==> src/rtl/jedro_1_mem_arbiter.sv <==
// Two-master arbiter for a shared single-port RAM: instruction fetch (m0) and load/store (m1).
// Conflicts alternate between masters; each grant yields one rvalid pulse on the owner's port one cycle later.
module jedro_1_mem_arbiter #(
  parameter int unsigned ADDR_WIDTH = 32,
  parameter int unsigned DATA_WIDTH = 32
) (
  input  logic                      clk_i,
  input  logic                      rst_i,
  // instruction fetch (read only)
  input  logic                      m0_req_i,
  input  logic [ADDR_WIDTH-1:0]     m0_addr_i,
  output logic                      m0_gnt_o,
  output logic                      m0_rvalid_o,
  output logic [DATA_WIDTH-1:0]     m0_rdata_o,
  // load/store
  input  logic                      m1_req_i,
  input  logic                      m1_we_i,
  input  logic [DATA_WIDTH/8-1:0]   m1_be_i,
  input  logic [ADDR_WIDTH-1:0]     m1_addr_i,
  input  logic [DATA_WIDTH-1:0]     m1_wdata_i,
  output logic                      m1_gnt_o,
  output logic                      m1_rvalid_o,
  output logic [DATA_WIDTH-1:0]     m1_rdata_o,
  // shared RAM
  output logic                      ram_en_o,
  output logic [DATA_WIDTH/8-1:0]   ram_we_o,
  output logic [ADDR_WIDTH-1:0]     ram_addr_o,
  output logic [DATA_WIDTH-1:0]     ram_wdata_o,
  input  logic [DATA_WIDTH-1:0]     ram_rdata_i,
  output logic [15:0]               conflict_cnt_o
);

  typedef enum logic [1:0] {
    OWN_NONE,
    OWN_M0,
    OWN_M1
  } owner_e;

  typedef enum logic {
    RR_M0,
    RR_M1
  } rr_e;

  owner_e      owner_q, owner_d;
  rr_e         rr_last_q, rr_last_d;
  logic [15:0] conflict_cnt_q, conflict_cnt_d;
  logic        gnt0, gnt1, conflict;

  // NOTE: every signal assigned in always_comb gets a default first so no latch is inferred.
  always_comb begin
    gnt0     = 1'b0;
    gnt1     = 1'b0;
    conflict = m0_req_i & m1_req_i & ~rst_i;
    if (!rst_i) begin
      if (conflict) begin
        // winner is whichever master did not win last time
        if (rr_last_q == RR_M0) gnt1 = 1'b1;
        else                    gnt0 = 1'b1;
      end else begin
        gnt0 = m0_req_i;
        gnt1 = m1_req_i;
      end
    end
  end

  always_comb begin
    ram_en_o    = gnt0 | gnt1;
    ram_addr_o  = gnt1 ? m1_addr_i : m0_addr_i;
    ram_we_o    = (gnt1 && m1_we_i) ? m1_be_i : '0;
    ram_wdata_o = m1_wdata_i;
  end

  always_comb begin
    rr_last_d      = rr_last_q;
    owner_d        = OWN_NONE;
    conflict_cnt_d = conflict_cnt_q;
    if (gnt1) begin
      rr_last_d = RR_M1;
      owner_d   = OWN_M1;
    end else if (gnt0) begin
      rr_last_d = RR_M0;
      owner_d   = OWN_M0;
    end
    if (conflict && (conflict_cnt_q != 16'hFFFF)) conflict_cnt_d = conflict_cnt_q + 16'd1;
  end

  // NOTE: sequential state uses non-blocking assignments only, so all flops update together.
  always_ff @(posedge clk_i or posedge rst_i) begin
    if (rst_i) begin
      owner_q        <= OWN_NONE;
      rr_last_q      <= RR_M0;
      conflict_cnt_q <= '0;
    end else begin
      owner_q        <= owner_d;
      rr_last_q      <= rr_last_d;
      conflict_cnt_q <= conflict_cnt_d;
    end
  end

  assign m0_gnt_o       = gnt0;
  assign m1_gnt_o       = gnt1;
  assign m0_rvalid_o    = (owner_q == OWN_M0);
  assign m1_rvalid_o    = (owner_q == OWN_M1);
  assign m0_rdata_o     = ram_rdata_i;
  assign m1_rdata_o     = ram_rdata_i;
  assign conflict_cnt_o = conflict_cnt_q;

endmodule
==> config.mk <==
export PLATFORM = sky130hd
export DESIGN_NAME = jedro_1_mem_arbiter
export DESIGN_NICKNAME = d
export VERILOG_FILES = /design/src/rtl/jedro_1_mem_arbiter.sv
export SDC_FILE = /design/constraint.sdc
export NUM_CORES = 1
export LEC_CHECK = 0
export ABC_AREA = 1
export BUFFER_PORTS_ARGS = -buffer_cell sky130_fd_sc_hd__buf_2
export CORE_AREA = 5 5 109 111
export DETAILED_ROUTE_END_ITERATION = 8
export DIE_AREA = 0 0 114 116
export GPL_ROUTABILITY_DRIVEN = 0
export GPL_TIMING_DRIVEN = 0
export SLEW_MARGIN = 5
export SYNTH_ARGS = -nofsm -noshare
export SYNTH_HDL_FRONTEND = slang
export SYNTH_SLANG_ARGS = --single-unit
export TNS_END_PERCENT = 30
==> constraint.sdc <==
create_clock -name clk_i -period 1.55 [get_ports clk_i]
set_input_delay 0.0775 -clock clk_i [delete_from_list [all_inputs] [get_ports clk_i]]
set_output_delay 0.0775 -clock clk_i [all_outputs]
set_load 0.05 [all_outputs]
# Word-level counts from Yosys, hierarchy flattened
# Cells that the tools add are included.
# op_classes
n_reduce_logical,3
magnitude_cmp,0
multipliers,0
n_bitwise,4
mux,12
eq_ne,3
n_addsub,1
n_shift,0
n_div,0
# ops
op,n
two-way mux 32 bit,1
"adder 16 x 1 -> 16 bit, second input constant",1
"!= test 16 bit, second input constant",1
two-way mux 1 bit,9
two-way mux 4 bit,1
bitwise AND 1 bit,2
"equality test 2 x 1 -> 1 bit, second input constant",1
"equality test 2 bit, second input constant",1
logical AND 1 bit,2
two-way mux 2 bit,1
nonzero test 2 bit,1
inverter 1 bit,1
bitwise OR 1 bit,1
# word_totals
reg_bits,19
mem_count,0
ram_bits,0
input_bits,137
wordCells,26
latchBits,0
output_inout_bits,153
mem_bits_ro,0

# Logic depth before layout (Yosys ltp)
# Gate-level depths: netlist of the first run.
# logic_depth
ltp_word,6
ltp_mapped,9
ltp_nobuf,9

# Worst setup path before layout of the first run
# Ideal clock, no wire load.
# synth_path
kind,input to output
startpoint,in rst_i
endpoint,out ram_en_o
stages,4
n_path_buf,0
slack_ns,-0.468
required_time_ns,1.472
arrival_time_ns,1.941
path_cell_list,inv_1 -> nand2_1 -> a21oi_1 -> or2_2
# synth_via
elab_chain_cells,5
elab_cells_between_ends,7
cone_classes,mux (4); bitwise (3)
# synth_lines
element,line_no,source
start: declaration,8,"input logic rst_i,"
inverter 1 bit,53,conflict = m0_req_i & m1_req_i & ~rst_i;
bitwise AND 1 bit,53,
two-way mux 1 bit,55,if (conflict) begin
two-way mux 1 bit *,54,if (!rst_i) begin
net m0_gnt_o,12,"output logic m0_gnt_o,"
bitwise OR 1 bit *,67,ram_en_o = gnt0 | gnt1;
end: declaration,25,"output logic ram_en_o,"
# The timed path passes the listed nets; every way through them passes the cells marked *.

# Final worst setup path of the first run
# layout_path
startpoint,reg rr_last_q
endpoint,out ram_addr_o[23]
# layout_via
elab_chain_cells,4
# layout_lines
element,line_no,source
start: declaration,45,"rr_e rr_last_q, rr_last_d;"
start signal: assignment,95,rr_last_q <= rr_last_d;
two-way mux 1 bit,57,if (rr_last_q == RR_M0) gnt1 = 1'b1;
two-way mux 1 bit,55,
two-way mux 1 bit,54,
two-way mux 32 bit,68,ram_addr_o = gnt1 ? m1_addr_i : m0_addr_i;
end: declaration,27,"output logic [ADDR_WIDTH-1:0] ram_addr_o,"
# Every way passes these cells.

==> results of run 1 <==
[final cells by class]
type	count	area, um^2
inverters	28	121
plain buffers	103	795
multi-input cells	226	1110
fillers	1124	6430
repair buffers	239	1520
clock buffers	4	45.0
repair inverters	1	5.00
flip-flops and latches	19	495
well taps	140	175
[power groups by stage]
stage	sequential [uW]	combinational, uW	clock, uW
final	679	2260	361
after global routing	694	2380	402
after CTS	688	2100	378
after detailed placement	697	2010	0
after global placement	689	1990	0
after floorplan	889	1320	0
[kinds of logic (layout without fill, tap and decap cells)]
group           count (synthesis)  count (layout)
flops                          19              19
fa+ha+maj                       1               1
simple gates                  208             208
buf+inv                       131             375
compound gates                 15              15
xor+xnor                        2               2
[layer usage]
| metal | wire length [um] | track usage [%] | vias up | part of all wire, % |
|---|---|---|---|---|
| met5 | 19 | 0 | - | 0.18 |
| met1 | 3910 | 17.7 | 1310 | 36 |
| met4 | 88 | 2.77 | 4 | 0.81 |
| met2 | 5850 | 26.0 | 127 | 54 |
| met3 | 941 | 4.13 | 14 | 8.7 |
| li1 | - | - | 1539 | - |
[worst min-delay path by stage]
stage | endpoint | slack, ps | cells past startpoint
after global placement | rr_last_q$_DFFE_PP0P_ | 160 | 2
after CTS | owner_q[0]$_DFF_PP0_ | 120 | 2
after detailed placement | rr_last_q$_DFFE_PP0P_ | 170 | 2
after floorplan | owner_q[0]$_DFF_PP0_ | -60 | 1
after global routing | owner_q[0]$_DFF_PP0_ | 120 | 2
final | owner_q[0]$_DFF_PP0_ | 120 | 2
[metrics by stage]
| stage | setup slack [ps] | util, % | cells | area [um^2] | total power, uW |
|---|---|---|---|---|---|
| floorplan | -4.25 | - | 376 | 2410 | 2210 |
| global placement | -561 | 34.7 | 741 | 3710 | 2680 |
| detailed placement | -579 | 34.7 | 741 | 3710 | 2700 |
| CTS | 0.209 | 36.8 | 751 | 3940 | 3170 |
| global route | -53.3 | 39.9 | 760 | 4270 | 3480 |
| finish | 40.1 | 39.9 | 760 | 4270 | 3300 |
[timing repair]
item / in CTS / in global routing
buffers inserted: 3 / 7
gates resized for setup: 50 / 79
cloned: 1 / 2
hold buffers: 2 / 0
endpoints found under the setup margin: 38 / 48
pin swaps: 0 / 6
endpoints found under the hold margin: 19 / 0
[worst max-delay path: cells and delay by family, from the launching register on]
family,cells,cell delay [ps]
DFF,1,400
buffers and inverters,2,400
and+or+nand+nor,4,370
[registers in the layout, summed over array words and instances, names as in the netlist]
name            flops
rr_last_q           1
conflict_cnt_o     16
owner_q             2
[cells in the final DEF (no fill, tap or decap), types with 2 or more instances in the layout]
| cell type | n |
|---|---|
| dfrtp_2 | 16 |
| buf_2 | 190 |
| nor2_4 | 4 |
| nand3b_1 | 3 |
| nor2_2 | 7 |
| o21ai_2 | 4 |
| clkbuf_16 | 2 |
| nand2_2 | 22 |
| buf_6 | 28 |
| clkbuf_8 | 3 |
| nor2_1 | 13 |
| nand2_1 | 134 |
| o21ai_0 | 8 |
| buf_8 | 10 |
| buf_4 | 110 |
| inv_1 | 25 |
| nand3_1 | 13 |
| dlygate4sd3_1 | 2 |
| dfrtp_1 | 3 |
| nand4_1 | 6 |
==> impl_metrics.tcl, run 1 <==
set metrics [dict create \
    status "finished clean" \
    grt_antenna_before_repair 2 \
    r2r.worst_path.cells 9 \
    grt_pass1_wl_um 15500 \
    min_from "m1_req_i" \
    synthTopCellsByCount "148 x nand2_1, 96 x buf_4, 27 x inv_1" \
    leakagePower_uw 0.00252 \
    dp_hpwl_um 9220 \
    max_cap_violations 0 \
    tns_ps 0 \
    start_util_pct 22.1 \
    yosysMostFrequentCell "nand2_1" \
    die_w_um 114 \
    core_area_um2 10700 \
    p_int_uw 1510 \
    crit_type "flop to output pin" \
    worstSetupEndpoint "ram_addr_o[23]" \
    clk_latency_ps 260 \
    post_drt_wl_per_cell_um 14.2 \
    cp.arrival_ps 1430 \
    row_count 38 \
    clk_pin_slew_ps 70 \
    synth_top_family_by_area "simple AND/OR/NAND/NOR gates" \
    yosys.area_share.simple_pct 38.3 \
    fin_nets 759 \
    critPathSlowestCell "dfrtp_1" \
    port_buffers 225 \
    synthDistinctLibCells 28 \
    syn_inst 376 \
    grt-ovfl-total 0 \
    synth_nets 514 \
    fin_worst_skew_ps 5.40 \
    worstReg2RegStart "conflict_cnt_o[0]$_DFFE_PP0P_" \
    cp_max_fo 10 \
    worstPathCellList "nand2_2, nand3_4, buf_4, nand2_1, nand2_1, buf_4" \
    grt_pass1_vias 3039 \
    synth_edf_count 0 \
    post_drt_via_cell_ratio 3.94 \
    synth_area_per_cell_um2 6.30 \
    yosysSeqAreaShare_pct 20.1 \
    synthAdderAreaFrac_pct 0.529 \
    reg2reg_setup_slack_ps 60 \
    hold_viol 0 \
    synth_top_area_cell "buf_4" \
    timing.rr.end "conflict_cnt_o[1]$_DFFE_PP0P_" \
    clockRootBuffer "clkbuf_8" \
    ant_nets 0 \
    max_freq_mhz 662 \
    die_area_um2 13200 \
    synth_area_leaders "buf_4 30%, nand2_1 23%, dfrtp_1 20%, inv_1 4.3%, nor2_1 3.2%" \
    switching_share_pct 54.3 \
    seqPwrFrac_pct 20.6 \
    antenna_cells 0 \
    drtIter0Drc 61 \
    syn_to_final_growth_pct 80.3 \
    ios 290 \
    routed_wl_um 10800 \
    slew-limit-headroom_pct 60.1 \
    rsz0062_at_grt "true" \
    tightest_slew_ps 596 \
    die_h_um 116 \
    ir_worst_vdd_mv 0.332 \
    grt_util_all_layers_pct 14.6 \
    setup-violations-final 0 \
    synth-compound-area-share_pct 3.91 \
    ys_ff_latch 19 \
    synth_top_area_share_pct 30.4 \
    layout-drive-gt1-share_pct 65.8 \
    synth_mux_area_share_pct 0 \
    p_comb_share_pct 68.5 \
    vias 2994 \
    synth_xor_area_share_pct 0.740 \
    post-route-drc-count 0 \
    p_per_area_nw_per_um2 773 \
    total_switching_power_uw 1790 \
    yosysWarnings 0 \
    cts_buffers 3 \
    slew_violations 0 \
    async_flop_share_pct 100 \
    crit_start "rr_last_q$_DFFE_PP0P_" \
    crit_path_end_kind "output pin" \
    period_minus_slack_ps 1510 \
    critPathLaunchType "flop" \
    htree_levels 1 \
    clock-sinks 19 \
    whs_ps 119 \
    clockBufferDepth 2 \
    grt_max_degree 12 \
    synth.cell_area_um2 2370 \
    synthFlopType "dfrtp_1" \
    clockPowerShare_pct 10.9 \
    min_path_type "input pin to flop" \
    period_share_pct 97.4 \
    dr.pass1.iters 4 \
    max_stage_delay_ps 400 \
    critPathRequiredTime_ps 1470 \
    cts_tree "yes" \
]
Power figures use the tool's default switching activity.
==> inputs of run 2 (changes only) <==
--- a/config.mk
+++ b/config.mk
@@ -12,6 +12,7 @@
 export DIE_AREA = 0 0 114 116
 export GPL_ROUTABILITY_DRIVEN = 0
 export GPL_TIMING_DRIVEN = 0
+export MAX_ROUTING_LAYER = met4
 export SLEW_MARGIN = 5
 export SYNTH_ARGS = -nofsm -noshare
 export SYNTH_HDL_FRONTEND = slang
==> impl_metrics.tcl, run 2 (same netlist as run 1, synthesis figures left out) <==
set metrics [dict create \
    post_drt_via_cell_ratio 3.93 \
    crit_path_end_kind "output pin" \
    setup_ws_ps 36.1 \
    clockRootBuffer "clkbuf_8" \
    cp_max_fo 8 \
    max_stage_delay_ps 400 \
    mostFrequentLayoutCell "buf_2" \
    die_h_um 116 \
    cts_tree "yes" \
    start_util_pct 22.1 \
    ant_nets 0 \
    clk_pin_slew_ps 80 \
    grt_antenna_before_repair 2 \
    syn_to_final_growth_pct 81.9 \
    slew_violations 0 \
    htree_levels 1 \
    post_drt_wl_per_cell_um 14.3 \
    slew-limit-headroom_pct 60.2 \
    row_count 38 \
    crit_top_cell "nand2_2" \
    layout-drive-gt1-share_pct 65.9 \
    crit_type "flop to output pin" \
    routed_wl_um 10900 \
    dp_hpwl_um 9220 \
    critPathLaunchType "flop" \
    die_area_um2 13200 \
    core_area_um2 10700 \
    critPathSlowestCell "dfrtp_1" \
    drtIter0Drc 79 \
    largest_register_ffs 16 \
    setup-violations-final 0 \
    rsz0062_at_grt "true" \
    fin_nets 760 \
    path_buf_inv 3 \
    p_per_area_nw_per_um2 769 \
    whs_ps 112 \
    fillers 1111 \
    post-route-drc-count 0 \
    cts_buffers 3 \
    clk_latency_ps 260 \
    leakagePower_uw 0.00255 \
    reg2reg_setup_slack_ps 50 \
    clockBufferDepth 2 \
    hold_viol 0 \
    fin_worst_skew_ps 1.41 \
    dr.pass1.iters 4 \
    worstPathCellList "nand2_2, nand3_4, clkinv_8, clkbuf_16, nand2_1, nand2_2, buf_8" \
    critPathRequiredTime_ps 1470 \
    grt-ovfl-total 0 \
    period_share_pct 97.7 \
    ir_worst_vdd_mv 0.332 \
    die_w_um 114 \
    grt_pass1_vias 3037 \
    grt_util_all_layers_pct 15.1 \
    most-common-layout-cells "190 x buf_2, 133 x nand2_1, 110 x buf_4" \
    stdcell_count 763 \
    tightest_slew_ps 595 \
    max_freq_mhz 661 \
    period_minus_slack_ps 1510 \
    status "finished clean" \
    port_buffers 225 \
    cp.arrival_ps 1440 \
    max_cap_violations 0 \
    dp.cells 741 \
    critPathTopFamily "buffers and inverters" \
    min_path_type "input pin to flop" \
    clock-sinks 19 \
    grt_max_degree 12 \
    ios 290 \
    pre_cts_ws_ps -579 \
    grt_pass1_wl_um 15500 \
    vias 3002 \
]
-- run 2: changes by cell type in the layout (fill, tap and decap cells not counted), sizes merged --
cell	previous run	this run
clkbuf	6	7
diode	0	2
-- run 2: layout make-up --
type	instances	area (um^2)	share of cell area, %
multi-input combinational	226	1120	26.0
tap	140	175	4.07
buffer	103	798	18.5
timing repair inverter	1	5.00	0.116
clock buffer	4	45.0	1.05
inverter	28	121	2.82
sequential	19	495	11.5
antenna	2	5.00	0.116
timing repair buffer	240	1540	35.8
-- run 2: path summary, 6_finish.rpt --
| path | startpoint | to | depth (start not counted) |
|---|---|---|---|
| worst max-delay path | rr_last_q$_DFFE_PP0P_ | ram_addr_o[13] | 7 |
| worst min-delay path | m1_req_i | owner_q[0]$_DFF_PP0_ | 2 |
| worst max register to register | conflict_cnt_o[0]$_DFFE_PP0P_ | conflict_cnt_o[9]$_DFFE_PP0P_ | 9 |
| worst min register to register | conflict_cnt_o[15]$_DFFE_PP0P_ | conflict_cnt_o[15]$_DFFE_PP0P_ | 2 |
| max in group asynchronous | rst_i | conflict_cnt_o[5]$_DFFE_PP0P_ | 4 |
| min in group asynchronous | rst_i | conflict_cnt_o[11]$_DFFE_PP0P_ | 3 |
-- run 2: metal layers --
| metal | global-route usage [%] | part of all wire (%) | vias to the layer above |
|---|---|---|---|
| met4 | 2.77 | 0.89 | 0 |
| met5 | - | 0 | - |
| li1 | - | - | 1543 |
| met3 | 3.39 | 7.7 | 11 |
| met2 | 25.9 | 54 | 122 |
| met1 | 18.2 | 38 | 1326 |
-- run 2: power by group --
part | switching (uW) | total [uW] | internal [uW]
sequential | 106 | 682 | 577
combinational | 1520 | 2260 | 744
clock | 186 | 369 | 183
-- run 2: metrics by stage --
| step | utilization (%) | cell area [um^2] | total power (uW) | TNS, ps |
|---|---|---|---|---|
| 2_1_floorplan | - | 2410 | 2210 | -19.0 |
| 3_3_place_gp | 34.7 | 3710 | 2680 | -19060 |
| 3_5_place_dp | 34.7 | 3710 | 2700 | -20500 |
| 4_1_cts | 36.8 | 3940 | 3170 | 0 |
| 5_1_grt | 40.2 | 4310 | 3470 | -1010 |
| 6_report | 40.2 | 4310 | 3310 | 0 |
-- run 2: timing repair --
item	CTS	global route
endpoints found under the hold margin	19	0
pin swaps	0	8
resized for setup	50	81
setup buffers	3	7
gates cloned	1	3
hold buffers	2	0
setup endpoints to repair	38	48
==> inputs of run 3 (changes only) <==
--- a/config.mk
+++ b/config.mk
@@ -5,14 +5,12 @@
 export SDC_FILE = /design/constraint.sdc
 export NUM_CORES = 1
 export LEC_CHECK = 0
-export ABC_AREA = 1
 export BUFFER_PORTS_ARGS = -buffer_cell sky130_fd_sc_hd__buf_2
 export CORE_AREA = 5 5 109 111
 export DETAILED_ROUTE_END_ITERATION = 8
 export DIE_AREA = 0 0 114 116
 export GPL_ROUTABILITY_DRIVEN = 0
 export GPL_TIMING_DRIVEN = 0
-export MAX_ROUTING_LAYER = met4
 export SLEW_MARGIN = 5
 export SYNTH_ARGS = -nofsm -noshare
 export SYNTH_HDL_FRONTEND = slang
==> impl_metrics.tcl, run 3 <==
set metrics [dict create \
    p_comb_share_pct 69.7 \
    setup-violations-final 20 \
    cp_max_fo 4 \
    critPathLaunchType "flop" \
    post_drt_wl_per_cell_um 15.4 \
    clock-sinks 19 \
    layout-drive-gt1-share_pct 78.9 \
    max_cap_violations 0 \
    hold_viol 0 \
    p_int_uw 1580 \
    grt_max_degree 13 \
    period_minus_slack_ps 1730 \
    slew_violations 0 \
    clockPowerShare_pct 11.0 \
    final-seq-area_um2 493 \
    min_path_type "input pin to flop" \
    cp.arrival_ps 1890 \
    die_h_um 116 \
    rsz0062_at_grt "true" \
    dp_hpwl_um 8920 \
    utilization_pct 40.8 \
    syn_inst 291 \
    clockRootBuffer "clkbuf_8" \
    grt_pass1_vias 2869 \
    mostFrequentLayoutCell "buf_2" \
    period_share_pct 112 \
    violations "negative setup slack" \
    dr.pass1.iters 4 \
    clockBufferDepth 2 \
    antenna_cells 0 \
    largest_register_ffs 16 \
    tns_ps -1080 \
    yosysMostFrequentCell "nand2_1" \
    core_area_um2 10700 \
    yosysWarnings 0 \
    p_per_area_nw_per_um2 762 \
    synth_top_area_cell "buf_4" \
    die_w_um 114 \
    port_buffers 225 \
    synthFlopType "dfrtp_1" \
    grt-ovfl-total 0 \
    switching_share_pct 52.5 \
    die_area_um2 13200 \
    synth_edf_count 0 \
    tightest_slew_ps 538 \
    fin_worst_skew_ps 9.77 \
    synth_area_leaders "buf_4 35%, dfrtp_1 23%, nand2_1 19%, xnor2_1 2.9%, and3_1 2.1%" \
    grt_util_all_layers_pct 14.4 \
    max_freq_mhz 577 \
    synth.cell_area_um2 2080 \
    status "complete, but fails checks" \
    cts_buffers 3 \
    post-route-drc-count 0 \
    clk_pin_slew_ps 80 \
    total_switching_power_uw 1750 \
    multi_input_area_um2 1040 \
    crit_type "flop to flop" \
    row_count 38 \
    grt_pass1_wl_um 15100 \
    stdcell_count 695 \
    synth_top_area_share_pct 34.6 \
    vias 2730 \
    ys_ff_latch 19 \
    start_util_pct 19.5 \
    synthTopCellsByCount "104 x nand2_1, 96 x buf_4, 19 x dfrtp_1" \
    grt_antenna_before_repair 1 \
    post_drt_via_cell_ratio 3.93 \
    routed_wl_um 10700 \
    synth_area_per_cell_um2 7.16 \
    critPathRequiredTime_ps 1710 \
    synthDistinctLibCells 36 \
    fin_nets 694 \
    ir_worst_vdd_mv 0.408 \
    htree_levels 1 \
    syn_to_final_growth_pct 110 \
    slew-limit-headroom_pct 63.9 \
    seqPwrFrac_pct 19.3 \
    ios 290 \
    fillers 1090 \
    clk_latency_ps 260 \
    drtIter0Drc 66 \
    dp.cells 656 \
    most-common-layout-cells "190 x buf_2, 121 x buf_4, 67 x nand2_1" \
    async_flop_share_pct 100 \
    yosysSeqAreaShare_pct 22.8 \
    synth_nets 429 \
    leakagePower_uw 0.00251 \
    ant_nets 0 \
    cts_tree "yes" \
    crit_path_end_kind "flop" \
    setup_ws_ps -182 \
]
[run 3: cell types whose count changed in the layout (fill, tap and decap cells not counted), sizes merged, moves of 6 or more]
cell / change
buf: +17
nor2: -20
nand3: -8
and3: +8
inv: -24
nand2: -53
xnor2: +6
o21ai: -8
[run 3: cell type report]
cell class	count	share of cell area, %
buffer	103	19.2
clock buffer	3	0.945
clock inverter	1	0.172
inverter	3	0.630
multi-input combinational	164	23.7
sequential	19	11.3
tap	140	4.01
timing repair buffer	260	39.6
timing repair inverter	2	0.372
[run 3: repair_timing]
action / 4_1_cts / 5_1_grt
pin swaps: 14 / 16
gates resized for setup: 113 / 59
hold endpoints to repair: 19 / 0
cloned: 3 / 4
setup buffers: 19 / 9
hold buffers: 2 / 0
endpoints found under the setup margin: 46 / 48
[run 3: layer usage]
metal  wire length (um)  global-route usage [%]  vias to the layer above  part of all wire (%)
met5                 20                       0                        -                  0.19
met3                893                    5.27                        9                   8.4
met2               5860                    26.7                      105                    55
li1                   -                       -                     1357                     -
met1               3850                    16.0                     1257                    36
met4                 68                    1.98                        2                  0.64
[run 3: path summary, 6_finish.rpt]
| check | slack [ps] | cells past startpoint | to | start |
|---|---|---|---|---|
| worst min register to register | 560 | 1 | conflict_cnt_o[12]$_DFFE_PP0P_ | conflict_cnt_o[12]$_DFFE_PP0P_ |
| worst max register to register | -180 | 4 | conflict_cnt_o[1]$_DFFE_PP0P_ | conflict_cnt_o[15]$_DFFE_PP0P_ |
| worst min-delay path | 120 | 2 | owner_q[0]$_DFF_PP0_ | m0_req_i |
| max in group asynchronous | 760 | 3 | conflict_cnt_o[10]$_DFFE_PP0P_ | rst_i |
| worst max-delay path | -180 | 4 | conflict_cnt_o[1]$_DFFE_PP0P_ | conflict_cnt_o[15]$_DFFE_PP0P_ |
| min in group asynchronous | 450 | 3 | conflict_cnt_o[7]$_DFFE_PP0P_ | rst_i |
[run 3: worst max-delay path, stage by stage, from the launching register on]
cell and delay, ps:
dfrtp_2 400, nand4_1 170, or4b_4 580, o21ai_4 170, mux2_4 310
[run 3: kinds of logic (layout without fill, tap and decap cells)]
logic type / count (synthesis) / after routing / share of synthesized area [%]
compound gates: 10 / 10 / 3.60
fa+ha+maj: 1 / 1 / 0.601
buf+inv: 108 / 372 / 37.2
simple gates: 141 / 141 / 30.3
flops: 19 / 19 / 22.8
xor+xnor: 10 / 10 / 4.20
mux: 2 / 2 / 1.26
[run 3: power by group through the flow]
stage / logic, uW / registers [uW] / clock network (uW)
final: 2320 / 641 / 366
after floorplan: 1260 / 877 / 0
after global placement: 1920 / 673 / 0
after global routing: 2440 / 652 / 399
after detailed placement: 1940 / 678 / 0
after CTS: 2230 / 639 / 373
[run 3: per-stage QoR]
stage	power (uW)	cell area (um^2)	hold WS, ps	setup slack (ps)
after CTS	3240	4060	120	-242
final	3330	4370	124	-182
after floorplan	2140	2130	-63.3	-471
after detailed placement	2620	3430	156	-626
after global routing	3490	4370	122	-238
after global placement	2590	3430	147	-626
